`src/rtl/tinyalu_pkg.sv`:
```
// tinyalu_pkg: shared op encodings, FSM states, latencies and result helpers
// for the command-driven ALU responder.
package tinyalu_pkg;

    // Operation codes; 101-111 are not named and count as illegal.
    typedef enum logic [2:0] {
        no_op  = 3'b000,
        add_op = 3'b001,
        and_op = 3'b010,
        xor_op = 3'b011,
        mul_op = 3'b100
    } operation_t;

    // Responder control states.
    typedef enum logic [1:0] {
        IDLE     = 2'd0,
        EXEC     = 2'd1,
        DONE     = 2'd2,
        WAIT_LOW = 2'd3
    } state_t;

    // Edges spent in EXEC before completion, counted from the accept edge.
    localparam int ALU_LAT = 1;
    localparam int MUL_LAT = 3;

    // Result returned for an accepted illegal opcode.
    localparam logic [15:0] ERR_PATTERN = 16'hDEAD;

    // True for the five named encodings (no_op included).
    function automatic logic isLegalOp(input logic [2:0] code);
        return (code <= 3'b100);
    endfunction

endpackage

```
`src/rtl/alu_cmd_responder_if.sv`:
```
// alu_cmd_responder_if: request/response bundle between an initiator (master)
// and the ALU responder (slave).
interface alu_cmd_responder_if;
    logic        start;
    logic [2:0]  op;
    logic [7:0]  A;
    logic [7:0]  B;
    logic        done;
    logic [15:0] result;
    logic        busy;
    logic        err;

    modport master (output start, op, A, B, input done, result, busy, err);
    modport slave  (input start, op, A, B, output done, result, busy, err);
endinterface

```
`src/rtl/alu_mul_pipe.sv`:
```
// alu_mul_pipe: three-stage valid-tagged 8x8 multiplier. The clear input
// flushes every stage (data and valid) on the next rising edge.
module alu_mul_pipe
    import tinyalu_pkg::*;
(
    input  logic        clk,
    input  logic        clear_i,
    input  logic        in_valid_i,
    input  logic [7:0]  a_i,
    input  logic [7:0]  b_i,
    output logic        out_valid_o,
    output logic [15:0] product_o
);
    logic        v1Q, v2Q, v3Q;
    logic [7:0]  a1Q, b1Q;
    logic [15:0] p2Q, p3Q;

    // Operand capture, multiply, and output register stages; clear wipes them all.
    always_ff @(posedge clk) begin
        if (clear_i) begin
            v1Q <= 1'b0;
            v2Q <= 1'b0;
            v3Q <= 1'b0;
            a1Q <= 8'h00;
            b1Q <= 8'h00;
            p2Q <= 16'h0000;
            p3Q <= 16'h0000;
        end else begin
            v1Q <= in_valid_i;
            a1Q <= a_i;
            b1Q <= b_i;
            v2Q <= v1Q;
            p2Q <= 16'(a1Q) * 16'(b1Q);
            v3Q <= v2Q;
            p3Q <= p2Q;
        end
    end

    assign out_valid_o = v3Q;
    assign product_o   = p3Q;

endmodule

```
`src/rtl/alu_cmd_responder.sv`:
```
// alu_cmd_responder: accepts one ALU command per start handshake, returns a
// one-cycle done pulse with the result, then waits for start to drop.
// Optional feature macro: ALU_RESP_ILLEGAL_OP_EN -- when defined, opcodes
// 101-111 are accepted and answered with err=1 and result 16'hDEAD; when
// undefined they are ignored like no_op and err stays 0.
module alu_cmd_responder
    import tinyalu_pkg::*;
(
    input logic               clk,
    input logic               reset,
    alu_cmd_responder_if.slave bus
);
    state_t      stateQ;
    operation_t  opQ;
    logic [7:0]  aQ, bQ;
    logic        illegalQ;
    logic [1:0]  cntQ;
    logic        doneQ, errQ, busyQ;
    logic [15:0] resultQ;
    logic [15:0] resultD;

    operation_t  opIn;
    logic        illegalReq;
    logic        acceptReq;
    logic        abortReq;
    logic        execComplete;
    logic        mulInValid;
    logic        mulClear;
    logic        mulValid;
    logic [15:0] mulProduct;

    assign opIn = operation_t'(bus.op);

`ifdef ALU_RESP_ILLEGAL_OP_EN
    assign illegalReq = !isLegalOp(bus.op);
`else
    assign illegalReq = 1'b0;
`endif

    assign acceptReq  = bus.start && ((isLegalOp(bus.op) && (opIn != no_op)) || illegalReq);
    assign abortReq   = (stateQ == EXEC) && !bus.start;
    assign mulInValid = (stateQ == IDLE) && acceptReq && (opIn == mul_op);
    assign mulClear   = reset || abortReq;

    // Multiplies receive operands straight from the bus on the accept edge so
    // the product is ready exactly MUL_LAT edges later.
    alu_mul_pipe u_mul (
        .clk         (clk),
        .clear_i     (mulClear),
        .in_valid_i  (mulInValid),
        .a_i         (bus.A),
        .b_i         (bus.B),
        .out_valid_o (mulValid),
        .product_o   (mulProduct)
    );

    assign execComplete = (opQ == mul_op && !illegalQ) ? mulValid
                                                        : (cntQ == 2'(ALU_LAT));

    // Selects the result for the captured command.
    always_comb begin
        resultD = 16'h0000;
        if (illegalQ) begin
            resultD = ERR_PATTERN;
        end else begin
            case (opQ)
                add_op:  resultD = {7'b0, {1'b0, aQ} + {1'b0, bQ}};
                and_op:  resultD = {8'h00, aQ & bQ};
                xor_op:  resultD = {8'h00, aQ ^ bQ};
                mul_op:  resultD = mulProduct;
                default: resultD = 16'h0000;
            endcase
        end
    end

    // Handshake FSM with registered done/err/busy/result; a falling start in
    // EXEC aborts without touching the held result.
    always_ff @(posedge clk) begin
        if (reset) begin
            stateQ   <= IDLE;
            opQ      <= no_op;
            aQ       <= 8'h00;
            bQ       <= 8'h00;
            illegalQ <= 1'b0;
            cntQ     <= 2'd0;
            doneQ    <= 1'b0;
            errQ     <= 1'b0;
            busyQ    <= 1'b0;
            resultQ  <= 16'h0000;
        end else begin
            doneQ <= 1'b0;
            errQ  <= 1'b0;
            case (stateQ)
                IDLE: begin
                    if (acceptReq) begin
                        stateQ   <= EXEC;
                        busyQ    <= 1'b1;
                        opQ      <= opIn;
                        aQ       <= bus.A;
                        bQ       <= bus.B;
                        illegalQ <= illegalReq;
                        cntQ     <= 2'd1;
                    end
                end
                EXEC: begin
                    if (!bus.start) begin
                        stateQ <= IDLE;
                        busyQ  <= 1'b0;
                    end else if (execComplete) begin
                        stateQ  <= DONE;
                        doneQ   <= 1'b1;
                        errQ    <= illegalQ;
                        resultQ <= resultD;
                    end else begin
                        cntQ <= cntQ + 2'd1;
                    end
                end
                DONE: begin
                    stateQ <= WAIT_LOW;
                end
                WAIT_LOW: begin
                    if (!bus.start) begin
                        stateQ <= IDLE;
                        busyQ  <= 1'b0;
                    end
                end
                default: begin
                    stateQ <= IDLE;
                    busyQ  <= 1'b0;
                end
            endcase
        end
    end

    assign bus.done   = doneQ;
    assign bus.err    = errQ;
    assign bus.busy   = busyQ;
    assign bus.result = resultQ;

endmodule
```
`src/flat_wrapper.sv`:
```
// flat-port wrapper written by rule: the top's interface ports become plain ports
module alu_cmd_responder_flat import tinyalu_pkg::*;
  (clk, reset, bus_start, bus_op, bus_A, bus_B, bus_done, bus_result, bus_busy, bus_err);
  alu_cmd_responder_if bus_i ();
  input logic clk;
  input logic reset;
  input wire logic [$bits(bus_i.start)-1:0] bus_start;
  input wire logic [$bits(bus_i.op)-1:0] bus_op;
  input wire logic [$bits(bus_i.A)-1:0] bus_A;
  input wire logic [$bits(bus_i.B)-1:0] bus_B;
  output wire logic [$bits(bus_i.done)-1:0] bus_done;
  output wire logic [$bits(bus_i.result)-1:0] bus_result;
  output wire logic [$bits(bus_i.busy)-1:0] bus_busy;
  output wire logic [$bits(bus_i.err)-1:0] bus_err;
  assign bus_i.start = bus_start;
  assign bus_i.op = bus_op;
  assign bus_i.A = bus_A;
  assign bus_i.B = bus_B;
  assign bus_done = bus_i.done;
  assign bus_result = bus_i.result;
  assign bus_busy = bus_i.busy;
  assign bus_err = bus_i.err;
  alu_cmd_responder u_core (.clk(clk), .reset(reset), .bus(bus_i));
endmodule
```
`config.mk`:
```
export PLATFORM = sky130hd
export DESIGN_NAME = alu_cmd_responder_flat
export DESIGN_NICKNAME = d
export VERILOG_FILES = /design/src/rtl/tinyalu_pkg.sv /design/src/rtl/alu_cmd_responder_if.sv /design/src/rtl/alu_mul_pipe.sv /design/src/rtl/alu_cmd_responder.sv /design/src/flat_wrapper.sv
export SDC_FILE = /design/constraint.sdc
export NUM_CORES = 1
export LEC_CHECK = 0
export ABC_AREA = 1
export CORE_UTILIZATION = 48
export DETAILED_ROUTE_END_ITERATION = 8
export PLACE_DENSITY = 0.75
export SLEW_MARGIN = 5
export SYNTH_ARGS = -nofsm -noshare
export SYNTH_HDL_FRONTEND = slang
export SYNTH_HIERARCHICAL = 1
export SYNTH_SLANG_ARGS = --single-unit
```
`constraint.sdc`:
```
create_clock -name clk -period 3.7 [get_ports clk]
set_clock_uncertainty 0.15 [all_clocks]
set_input_delay 0.555 -clock clk [delete_from_list [all_inputs] [get_ports clk]]
set_output_delay 0.555 -clock clk [all_outputs]
set_load 0.005 [all_outputs]
```
==> impl_metrics.json <==
{
  "status": "finished with violations",
  "violations": "setup timing",
  "core_area_sq_um": 12060,
  "drive_above_1_share_pct": 16.39,
  "synth_edf_count": 0,
  "die_w_um": 113.3,
  "total_power_mw": 2.555,
  "worstPathMaxFanout": 4,
  "yosys_warnings": 6,
  "drc_errors": 0,
  "end_kind": "flop",
  "rsz0062_at_grt": "true",
  "crit_buf_inv": 4,
  "synthSimpleGateAreaFrac_pct": 24.85,
  "drt-initial-drc-count": 252,
  "num_vias": 5061,
  "drt_wl_total_um": 13240,
  "ioPinCount": 41,
  "cpLargestDelayFamily": "adder cells",
  "hp-class": "flop to flop",
  "ant_nets": 0,
  "critPathSlowestCell": "fa_1",
  "port_buffers": 39,
  "maxCapViolCount": 0,
  "gp_congestion": 0.9161,
  "drtPass1Iterations": 5,
  "fin_util_pct": 60.11,
  "synth_xor_area_share_pct": 0.4422,
  "p_leak_nw": 3.869,
  "layout.nets": 991,
  "period_needed_ns": 3.808,
  "met2_usage_pct": 40.16,
  "use_met3_pct": 2.839,
  "synth_top_area_cell": "dfxtp_1",
  "yosysSeqAreaShare_pct": 31.00,
  "grt_max_degree": 34,
  "routed_via_density": 4.779,
  "die_h_um": 113.3,
  "syn_avg_cell_area_sq_um": 7.116,
  "final_area_sq_um": 7251,
  "yosysTopAreaCellShare_pct": 31.00,
  "synthFlopType": "dfxtp_1",
  "hold_violations": 0,
  "htreeDepth": 3,
  "synth_mux_area_share_pct": 0,
  "fillers": 1055,
  "drv_slew": 0,
  "start_kind": "flop",
  "powerDensity_nw_per_um2": 352.4,
  "fin_crit_sh_pct": 102.9,
  "synthAdderAreaFrac_pct": 22.15,
  "dpl.hpwl_um": 9565,
  "clock.fmax_ghz": 0.2626,
  "insertion_delay_ns": 0.34,
  "max_stage_delay_ns": 0.53,
  "path_clk_slew_ns": 0.07,
  "detail_route.wl_per_cell_um": 12.50,
  "numCtsBuffers": 9,
  "cp_cell_sequence": "buf_6 > nand2_2 > inv_2 > fa_1 > fa_1 > fa_1 > inv_1 > fa_1 > inv_2 > ha_4 > nand2_4 > nor2_4 > nand3_1 > nand3_2 > nand2_1 > nand2_1 > nor2_1",
  "place_area_sq_um": 6626,
  "ys_async_sr_fraction_pct": 0,
  "syn_nets": 940,
  "syn2layout_area_growth_pct": 22.03,
  "num_antenna_cells": 0,
  "criticalPathCategory": "flop to flop",
  "synth_most_common_cell": "nand2_1",
  "cp.arrival_ns": 3.90,
  "cts_sinks": 92,
  "cpMostUsedCell": "fa_1",
  "synth_compound_area_share_pct": 6.338,
  "dieArea_sq_um": 12830,
  "syn_area_sq_um": 5942,
  "grtUsageTotal_pct": 21.13,
  "cts-root-buf": "clkbuf_16",
  "top_usage_layer": "met2",
  "num_rows": 40,
  "synthTopCellsByArea": "dfxtp_1, fa_1, nand2_1, inv_1, ha_1",
  "overflow": 0,
  "start_util_pct": 49.26,
  "grt_antenna_before_repair": 0,
  "ir_drop_uv": 226.3,
  "hold_buffers": 0,
  "cp.required_ns": 3.79,
  "layout_setup_ws_ns": -0.1075,
  "synth_top_family_by_area": "simple AND/OR/NAND/NOR gates",
  "synth_cell_types": 33,
  "grt_pass1_vias": 5063,
  "setup_viol_count_final": 9,
  "grt_pass1_wl_um": 21750,
  "syn_inst": 835,
  "cts_tree": "done",
  "max-clock-path-buffers": 2,
  "tns_ns": -0.5896,
  "synth-seq-cells": 92,
  "use_met1_pct": 24.01,
  "netlist_top_cells_count": "nand2_1, inv_1, nor2_1"
}
-- placed cells by master (no fill, tap or decap), types with 19 or more instances in the layout --
cell type        netlist  layout
inv_1                187     177
nand2_2                5      22
buf_4                  2      28
fa_1                  37      35
ha_1                  46      38
inv_2                  9      19
dfxtp_1               92      79
nand2_1              191     170
o21ai_0               35      33
nand3_1               41      37
nor2_1               100      96
clkdlybuf4s50_1        0      39
a21oi_1               30      24
-- worst min-delay path, delay by kind of cell, from the launching register on --
kind	cells	cell delay [ns]
AND/OR/NAND/NOR	1	0.03
flip-flops	1	0.30
buffers and inverters	1	0.04
-- power by group --
group | total, mW | switching (mW) | leakage, nW | internal, mW
logic | 0.573 | 0.338 | 2.97 | 0.234
clock network | 0.888 | 0.418 | 0.141 | 0.471
registers | 1.09 | 0.0434 | 0.757 | 1.05
total | 2.56 | 0.799 | 3.87 | 1.76
-- repair_timing --
action	in CTS	in global routing
endpoints found under the setup margin	9	10
gates resized for setup	30	54
pin swaps	5	19
buffers inserted	2	5
-- state kept, by name (all words and copies together), names as in the netlist, named ones only --
name,flops
u_core/u_mul/v1Q,1
u_core/bus.done,1
u_core/stateQ,1
u_core/bQ,8
u_core/bus.busy,1
u_core/u_mul/v2Q,1
u_core/cntQ,2
u_core/u_mul/p2Q,16
u_core/u_mul/a1Q,8
u_core/bus.result,16
u_core/u_mul/b1Q,8
u_core/u_mul/out_valid_o,1
u_core/u_mul/product_o,16
u_core/opQ,3
u_core/aQ,8
-- layer usage --
layer	routed length [um]	vias to the layer above
met5	0	-
met4	436	0
met3	360	38
met2	6757	94
met1	5685	2348
li1	-	2581
-- final timing paths --
path | endpoint | slack, ns | depth (start not counted) | startpoint
hold / removal | u_core/u_mul/product_o[2] | 0.25 | 2 | u_core/u_mul/p2Q[2]
setup reg to reg | u_core/u_mul/p2Q[12] | -0.11 | 17 | u_core/u_mul/a1Q[3]
setup / recovery | u_core/u_mul/p2Q[12] | -0.11 | 17 | u_core/u_mul/a1Q[3]
hold reg to reg | u_core/u_mul/product_o[2] | 0.25 | 2 | u_core/u_mul/p2Q[2]
-- cells by family (layout without fill, tap and decap cells) --
logic type	Yosys count	after routing
buffers and inverters	230	286
AOI/OAI and AO/OA	72	72
other	1	1
DFF	92	92
xor gates and xnor gates	3	3
adders and majority gates	83	83
and+or+nand+nor	354	354
-- layout make-up --
class	instances	area (sq um)	area share (%)
Multi-Input combinational cell	513	3477	47.96
Sequential cell	92	1868	25.76
Clock inverter	7	66.31	0.9146
Clock buffer	9	225.2	3.106
Tap cell	168	210.2	2.899
Timing Repair Buffer	71	654.4	9.025
Inverter	199	749.5	10.34
-- per-stage QoR --
step | hold WS, ns | std cells | setup WS, ns
2_1_floorplan | 0.2383 | 835 | 0.01021
3_3_place_gp | 0.2402 | 1036 | -0.1485
3_5_place_dp | 0.2424 | 1036 | -0.1475
4_1_cts | 0.2492 | 1054 | -0.06332
5_1_grt | 0.2675 | 1059 | -0.2567
6_report | 0.2480 | 1059 | -0.1075
Power figures use the tool's default switching activity.
